**src/rtl/fp_unit_arbiter.sv**
```systemverilog
// Round-robin scheduler sharing one pipelined fixed-latency FPU among NUM_REQ requesters.
// Define FP_NAN_CANON_EN to canonicalise NaN results to 32'h7FC0_0000 and raise rsp_nan.
module fp_unit_arbiter #(
  parameter int unsigned NUM_REQ = 4,
  parameter int unsigned FPU_LAT = 3,
  parameter int unsigned MAX_OUT = 2
) (
  input  logic                   clk,
  input  logic                   rst,
  input  logic [NUM_REQ-1:0]     req_vld,
  output logic [NUM_REQ-1:0]     req_rdy,
  input  logic [NUM_REQ*32-1:0]  req_a,
  input  logic [NUM_REQ*32-1:0]  req_b,
  input  logic [NUM_REQ*2-1:0]   req_op,
  output logic                   fpu_vld,
  output logic [31:0]            fpu_a,
  output logic [31:0]            fpu_b,
  output logic [1:0]             fpu_op,
  input  logic [31:0]            fpu_res,
  output logic [NUM_REQ-1:0]     rsp_vld,
  output logic [31:0]            rsp_res,
  output logic                   rsp_nan
);

  localparam int unsigned IDW = (NUM_REQ > 1) ? $clog2(NUM_REQ) : 1;
  localparam int unsigned CW  = $clog2(MAX_OUT + 1);

  logic [IDW-1:0]     rr_ptr_q, rr_ptr_d;
  logic [CW-1:0]      out_cnt_q [NUM_REQ];
  logic [CW-1:0]      out_cnt_d [NUM_REQ];
  logic               fpu_vld_q, fpu_vld_d;
  logic [31:0]        fpu_a_q, fpu_a_d, fpu_b_q, fpu_b_d;
  logic [1:0]         fpu_op_q, fpu_op_d;
  logic [IDW-1:0]     issue_id_q, issue_id_d;
  logic [FPU_LAT-1:0] tag_vld_q, tag_vld_d;
  logic [IDW-1:0]     tag_id_q [FPU_LAT];
  logic [IDW-1:0]     tag_id_d [FPU_LAT];
  logic [NUM_REQ-1:0] rsp_vld_q, rsp_vld_d;
  logic [31:0]        rsp_res_q, rsp_res_d;
  logic               rsp_nan_q, rsp_nan_d;

  logic [NUM_REQ-1:0] eligible;
  logic               grant_vld;
  logic [IDW-1:0]     grant_id;
  logic [IDW-1:0]     scan_idx;
  logic [31:0]        sel_a, sel_b;
  logic [1:0]         sel_op;
  logic [31:0]        canon_res;
  logic               canon_nan;

  always_comb begin
    eligible = '0;
    for (int i = 0; i < NUM_REQ; i++) begin
      eligible[i] = req_vld[i] && (out_cnt_q[i] < CW'(MAX_OUT));
    end
  end

  // Scan upward from the RR pointer with wrap-around; first eligible wins.
  always_comb begin
    grant_vld = 1'b0;
    grant_id  = '0;
    scan_idx  = '0;
    req_rdy   = '0;
    for (int unsigned k = 0; k < NUM_REQ; k++) begin
      scan_idx = IDW'((32'(rr_ptr_q) + k) % NUM_REQ);
      if (!grant_vld && eligible[scan_idx]) begin
        grant_vld = 1'b1;
        grant_id  = scan_idx;
      end
    end
    if (grant_vld) req_rdy[grant_id] = 1'b1;
  end

  always_comb begin
    sel_a  = '0;
    sel_b  = '0;
    sel_op = '0;
    for (int i = 0; i < NUM_REQ; i++) begin
      if (grant_id == IDW'(i)) begin
        sel_a  = req_a[32*i +: 32];
        sel_b  = req_b[32*i +: 32];
        sel_op = req_op[2*i +: 2];
      end
    end
  end

  // Issue stage: operands hold when idle; reserved opcode issues as add.
  always_comb begin
    rr_ptr_d   = rr_ptr_q;
    fpu_vld_d  = grant_vld;
    fpu_a_d    = fpu_a_q;
    fpu_b_d    = fpu_b_q;
    fpu_op_d   = fpu_op_q;
    issue_id_d = issue_id_q;
    if (grant_vld) begin
      rr_ptr_d   = (grant_id == IDW'(NUM_REQ - 1)) ? '0 : IDW'(grant_id + 1'b1);
      fpu_a_d    = sel_a;
      fpu_b_d    = sel_b;
      fpu_op_d   = (sel_op == 2'b11) ? 2'b00 : sel_op;
      issue_id_d = grant_id;
    end
  end

  // Tag pipeline: head entry lines up with fpu_res of the same operation.
  always_comb begin
    tag_vld_d    = '0;
    tag_vld_d[0] = fpu_vld_q;
    tag_id_d[0]  = issue_id_q;
    for (int unsigned k = 1; k < FPU_LAT; k++) begin
      tag_vld_d[k] = tag_vld_q[k-1];
      tag_id_d[k]  = tag_id_q[k-1];
    end
  end

`ifdef FP_NAN_CANON_EN
  logic res_is_nan;
  assign res_is_nan = (fpu_res[30:23] == 8'hFF) && (fpu_res[22:0] != 23'd0);
  assign canon_res  = res_is_nan ? 32'h7FC0_0000 : fpu_res;
  assign canon_nan  = res_is_nan;
`else
  assign canon_res  = fpu_res;
  assign canon_nan  = 1'b0;
`endif

  always_comb begin
    rsp_vld_d = '0;
    rsp_res_d = rsp_res_q;
    rsp_nan_d = 1'b0;
    if (tag_vld_q[FPU_LAT-1]) begin
      rsp_vld_d[tag_id_q[FPU_LAT-1]] = 1'b1;
      rsp_res_d = canon_res;
      rsp_nan_d = canon_nan;
    end
  end

  // Outstanding count: +1 on transfer, -1 on response pulse, both cancel.
  always_comb begin
    for (int i = 0; i < NUM_REQ; i++) begin
      out_cnt_d[i] = out_cnt_q[i];
      if (grant_vld && (grant_id == IDW'(i)) && !rsp_vld_q[i]) begin
        out_cnt_d[i] = out_cnt_q[i] + CW'(1);
      end else if (rsp_vld_q[i] && !(grant_vld && (grant_id == IDW'(i)))) begin
        out_cnt_d[i] = out_cnt_q[i] - CW'(1);
      end
    end
  end

  always_ff @(posedge clk or posedge rst) begin
    if (rst) begin
      rr_ptr_q   <= '0;
      fpu_vld_q  <= 1'b0;
      fpu_a_q    <= '0;
      fpu_b_q    <= '0;
      fpu_op_q   <= '0;
      issue_id_q <= '0;
      tag_vld_q  <= '0;
      rsp_vld_q  <= '0;
      rsp_res_q  <= '0;
      rsp_nan_q  <= 1'b0;
      for (int i = 0; i < NUM_REQ; i++) out_cnt_q[i] <= '0;
      for (int k = 0; k < FPU_LAT; k++) tag_id_q[k] <= '0;
    end else begin
      rr_ptr_q   <= rr_ptr_d;
      fpu_vld_q  <= fpu_vld_d;
      fpu_a_q    <= fpu_a_d;
      fpu_b_q    <= fpu_b_d;
      fpu_op_q   <= fpu_op_d;
      issue_id_q <= issue_id_d;
      tag_vld_q  <= tag_vld_d;
      rsp_vld_q  <= rsp_vld_d;
      rsp_res_q  <= rsp_res_d;
      rsp_nan_q  <= rsp_nan_d;
      for (int i = 0; i < NUM_REQ; i++) out_cnt_q[i] <= out_cnt_d[i];
      for (int k = 0; k < FPU_LAT; k++) tag_id_q[k] <= tag_id_d[k];
    end
  end

  assign fpu_vld = fpu_vld_q;
  assign fpu_a   = fpu_a_q;
  assign fpu_b   = fpu_b_q;
  assign fpu_op  = fpu_op_q;
  assign rsp_vld = rsp_vld_q;
  assign rsp_res = rsp_res_q;
  assign rsp_nan = rsp_nan_q;

`ifndef SYNTHESIS
  for (genvar gi = 0; gi < NUM_REQ; gi++) begin : g_cnt_chk
    cnt_max_a: assert property (@(posedge clk) disable iff (rst)
      out_cnt_q[gi] <= CW'(MAX_OUT));
    cnt_min_a: assert property (@(posedge clk) disable iff (rst)
      !(rsp_vld_q[gi] && (out_cnt_q[gi] == '0)));
  end
`endif

endmodule
```
**config.mk**
```make
export PLATFORM = sky130hd
export DESIGN_NAME = fp_unit_arbiter
export DESIGN_NICKNAME = d
export VERILOG_FILES = /design/src/rtl/fp_unit_arbiter.sv
export SDC_FILE = /design/constraint.sdc
export NUM_CORES = 1
export LEC_CHECK = 0
export BUFFER_PORTS_ARGS = -buffer_cell sky130_fd_sc_hd__buf_2
export CAP_MARGIN = 25
export CORE_AREA = 2 2 157 159
export DETAILED_ROUTE_END_ITERATION = 8
export DIE_AREA = 0 0 159 161
export PLACE_DENSITY = 0.61
export SETUP_SLACK_MARGIN = 0.1
export SYNTH_ARGS = -nofsm -noshare
export SYNTH_HDL_FRONTEND = slang
export SYNTH_SLANG_ARGS = --single-unit
```
**constraint.sdc**
```tcl
create_clock -name clk -period 4 [get_ports clk]
set_input_delay 0.4 -clock clk [delete_from_list [all_inputs] [get_ports clk]]
set_output_delay 0.4 -clock clk [all_outputs]
set_load 0.05 [all_outputs]
```
Word level (Yosys, flattened, before mapping). Cells that the tools add are included. Widths: inputs -> output; s select.

Input bits: 302. Flip-flop bits (word level): 124. Word-level logic and storage cells: 125. Output and inout port bits: 108.

$add $sub $neg: 12. Multiplexer cells: 44. Reductions and logical operators: 37. Eq/ne operators: 4. Order comparisons: 12.

Operator list (number): $mux 32 (8); $mux 2 (18); $logic_and 1x1->1 (21); $lt 2x3->1 const B (6); $add 2x1->2 const B (6); $logic_not 1->1 (11); $mux 1 (10); $bmux 1 s2 (4); $lt 2x2->1 const B (4); $mux 4 (2); $reduce_bool 2->1 (4); $sub 2x1->2 const B (4); $eq 2x2->1 const B (3); $add 2x2->2 const B (2); $demux 1 s2 (2); $ge 2x1->1 const B (2); $eq 2x1->1 const B (1); $logic_not 2->1 (1).

Longest topological paths before layout.
Depth after elaboration: 21. Gate-level depth with buffers: 13.

Worst setup path after synthesis. Ideal clock, no wire load.

Path kind: input to register. Start point: input req_vld[3]. End point: register out_cnt_q[1] (netlist bit). Buffers on the path: 1. Slack: 889 ps. Library setup time: 125 ps. Cell stages on the path: 11. Arrival time: 2985 ps. Cells stage by stage: nor2b_1 > o21ai_0 > a221oi_1 > ha_1 > buf_2 > inv_1 > nor2_1 > ha_1 > xor2_1 > nor2_1 > xor2_1.

Longest elaborated chain between the ends: 18. Elaborated cells between the ends (all ways): 30. Classes of those cells: eq/ne (1); mux (17); reduce/logical (12).

RTL lines: start, declared (line 10) `input logic [NUM_REQ-1:0] req_vld,`; $logic_and 1x1->1 (*) (line 54) `eligible[i] = req_vld[i] && (out_cnt_q[i] < CW'(MAX_OUT));`; $bmux 1 s2 (line 66) `if (!grant_vld && eligible[scan_idx]) begin`; $mux 1 (implied by the code) (line 66); $mux 1 (line 66); $logic_not 1->1 (line 66); $logic_and 1x1->1 (line 66); $mux 1 (line 66); $logic_not 1->1 (line 66); [3 not listed]; $logic_and 1x1->1 (line 66); $mux 2 (*) (line 66); via grant_id[0] (line 44) `logic [IDW-1:0] grant_id;`; $eq 2x2->1 (*) (line 140, 142); $logic_and 1x1->1 (*) (line 140, 142); $logic_not 1->1 (line 142) `end else if (rsp_vld_q[i] && !(grant_vld && (grant_id == IDW'(i)))) begin`; $logic_and 1x1->1 (line 142); $reduce_bool 2->1 (no line); end, declared (line 29) `logic [CW-1:0] out_cnt_q [NUM_REQ];`.

Mark *: on every way through the listed nets, which the timed path passes. The rest lies on a longest branch. The select of a mux whose other input is x is not followed. A chain may end at the register's enable or synchronous reset.

Worst setup path in the final report.
Start point: register out_cnt_q[1] (netlist bit). End point: output req_rdy[2].

Longest elaborated chain between the ends: 19. Elaborated cells between the ends (all ways): 30. Classes of those cells: order compare (3); mux (19); reduce/logical (8).

RTL lines: $lt 2x2->1 (*) (line 54); $logic_and 1x1->1 (*) (line 54); $bmux 1 s2 (line 66); $mux 1 (implied by the code) (line 66); $mux 1 (line 66); $logic_not 1->1 (line 66); $logic_and 1x1->1 (line 66); $mux 1 (line 66); [4 not listed]; $logic_and 1x1->1 (line 66); $mux 2 (*) (line 66); via grant_id[1] (line 44); $lt 2x3->1 (implied by the code) or $ge 2x1->1 (tied branches) (line 71) `if (grant_vld) req_rdy[grant_id] = 1'b1;`; $logic_and 1x1->1 (implied by the code) (line 71); $mux 1 (implied by the code) (line 71); $demux 1 s2 (*) (line 71); $mux 4 (*) (line 71); end, declared (line 11) `output logic [NUM_REQ-1:0] req_rdy,`.

Marks and branches as above.

==> qor.yml <==
outcome:
  status: "finished clean"
synth:
  synth_compound_area_share_pct: 23.7
  synthSimpleGateAreaFrac_pct: 13.3
  muxShareOfSynthArea_pct: 5.38
  async_flop_share_pct: 100
  synth_top_area_share_pct: 45.1
  synthAdderAreaFrac_pct: 1.46
  yosysTopAreaCell: "dfrtp_1"
  yosys-top-cells-area: "dfrtp_1 45%, a21oi_1 9.4%, a221oi_1 8.0%, nor2_1 7.3%, mux2_2 5.2%"
  synth_flop_cell: "dfrtp_1"
  yosysUniqueCellTypes: 40
  ys_warn_count: 0
  netlist_area_sq_mm: 0.00688
  netlist_top_cells_count: "134 x nor2_1, 129 x a21oi_1, 124 x dfrtp_1"
  synth-seq-cells: 124
  syn_avg_cell_area_sq_um: 8.43
  synth-xor-area-share_pct: 1.53
  synth_edf_count: 0
  synth_top_family_by_area: "compound AO/OA/AOI/OAI gates"
  syn_nets: 1126
  postSynthCellCount: 816
  synth_seq_area_share_pct: 45.1
  synth.most_common_cell: "nor2_1"
clocking:
  cts_tree: "built"
  clock_latency_ps: 410
  cts_resized: 0
  cts_buffer_depth: 2
  cts_setup_buffers: 0
  cts.sinks: 124
  cts.clk_slew.worst_paths_ps: 70
  cts_buffers: 17
  h-tree-depth: 4
  ctsRootBufferMaster: "clkbuf_16"
timing:
  slew_violations: 0
  fin_crit_ps: 3320
  rsz0062_at_grt: "no"
  fmax_ghz: 0.301
  fin_skew_ps: 10.6
  period_share_pct: 83.0
  finalHoldViolCount: 0
  fin_tns_setup_ps: 0
  max_slew_margin_pct: 42.6
  worst_pin_slew_ps: 862
  final-setup-viol-count: 0
global_route:
  antenna_found_initial: 2
  grt_pass1_vias: 7244
  grt_first_pass_wirelength_microns: 38200
  grt_usage_pct: 18.7
  overflow: 0
  grt_max_degree: 103
critical_path:
  cp.arrival_ps: 2920
  start_kind: "flip-flop"
  worstPathMaxFanout: 69
  critPathRequiredTime_ps: 3600
  crit_type: "reg -> out"
  end_kind: "primary output"
final_layout:
  drive_gt1_share_pct: 41.2
  fill_cells: 2516
  layout.cells.non_filler: 1524
  fin_nets: 1497
  final_cell_area_sq_mm: 0.00973
  n_antenna_cell: 0
  syn2layout_area_growth_pct: 41.5
  fin_util_pct: 40.6
die:
  core-area_sq_mm: 0.0240
  dieArea_sq_mm: 0.0256
  rows: 57
  die_w_microns: 159
  start_util_pct: 28.7
  io_pins: 410
  die_h_microns: 161
routing:
  drtIter0Drc: 333
  drc_errors: 0
  viasPerCell: 4.74
  met3_length_microns: 1850
  ant_nets: 0
  dr.max_layer_used: "met5"
  routed-via-count: 7229
  routed_wl_microns: 24500
  dr.pass1.iters: 5
  wl_per_cell_microns: 16.1
  drt-met1-wl_microns: 9960
  met2_length_microns: 12200
placed_design:
  port_buffers: 408
  dp.cells: 1490
  routabilityCongestion: 0.886
  dpl_cell_area_sq_mm: 0.00913
  hpwlAfterDp_microns: 18100
pwr:
  leakagePower_nw: 4.86
  p_per_area_mw_per_mm2: 1060
  peakVddDrop_mv: 0.417
min_path:
  hp-class: "in -> reg"
run:
  maxCapViolations: 0
==> state kept, by name (all words and copies together), names as in the netlist, 3 cells and up <==
signal     flops
fpu_a         32
fpu_b         32
out_cnt_q      8
rsp_res       32
rsp_vld        4
tag_id_d       4
tag_vld_q      3
==> critical path, cell delays in order (launching register included) <==
cell	delay, ps
dfrtp_1	410
nor2b_1	240
a21oi_1	70
a22oi_1	490
ha_4	760
and2_1	250
buf_2	270
==> routing by layer <==
| metal | up-vias | track usage (%) |
|---|---|---|
| li1 | 3545 | - |
| met1 | 3341 | 22.3 |
| met2 | 314 | 32.6 |
| met3 | 27 | 5.24 |
| met4 | 2 | 6.28 |
| met5 | - | 0 |
==> cells in the final DEF (no fill, tap or decap), drive strengths merged <==
cell type    instances
o22ai                2
ha                   8
nor2               134
o221ai               1
and3b                1
o31ai                1
and4                 1
dfrtp              124
a221oi              63
nand2               68
and2                 4
clkinvlp             4
nand3b               2
xor2                 8
clkinv               1
o21ai               65
buf                421
mux2                32
a21o                 2
mux2i                1
a22oi                1
conb                 1
a21oi              129
nor3b                1
xnor2                4
nor2b                3
a31oi                1
dlygate4sd3          1
nand2b               7
a31o                 1
a221o                3
inv                 83
nand3                3
and3                 1
clkbuf              17
o211ai               1
==> layout make-up <==
class                           instances  area [sq um]  share of cell area, %
Timing Repair Buffer                  422          2210                   22.7
Clock buffer                           17           425                   4.37
Clock inverter                         15           144                   1.48
Sequential cell                       124          3100                   31.9
Inverter                               73           279                   2.87
Multi-Input combinational cell        549          3170                   32.6
Tap cell                              324           405                   4.17
==> final timing paths <==
path                               from          end  slack [ps]  cells past startpoint
hold reg to reg             tag_id_d[2]  tag_id_d[0]         340                      0
min in group asynchronous           rst    fpu_b[18]         480                      3
max in group asynchronous           rst    fpu_b[23]        2450                      5
setup reg to reg           out_cnt_q[1]     fpu_a[4]        1020                      8
setup / recovery           out_cnt_q[1]   req_rdy[2]         680                      6
hold / removal               fpu_res[8]   rsp_res[8]         220                      2
==> through the flow <==
stage / power, mW / setup slack (ps) / hold slack, ps
global placement: 8.81 / 970 / 333
CTS: 10.4 / 667 / 198
detailed placement: 8.91 / 930 / 336
global route: 11.1 / 548 / 201
floorplan: 7.31 / 301 / 331
finish: 10.3 / 678 / 224
==> cell families after synthesis <==
| kind of cell | Yosys count |
|---|---|
| muxes | 33 |
| DFF | 124 |
| other | 1 |
| and+or+nand+nor | 225 |
| buffers and inverters | 143 |
| adders and majority gates | 8 |
| xor gates and xnor gates | 12 |
| AOI/OAI and AO/OA | 270 |
==> power by group <==
| part | leakage (nW) | internal [mW] | switching, mW |
|---|---|---|---|
| clock network | 0.268 | 0.826 | 0.660 |
| logic | 3.14 | 2.01 | 4.56 |
| registers | 1.45 | 1.92 | 0.342 |
| total | 4.86 | 4.75 | 5.56 |
==> repair_timing <==
action / 4_1_cts / 5_1_grt
setup endpoints to repair: 0 / 0
hold buffers: 0 / 1
endpoints found under the hold margin: 0 / 16
Note: power is estimated with default switching activity, not from simulation.
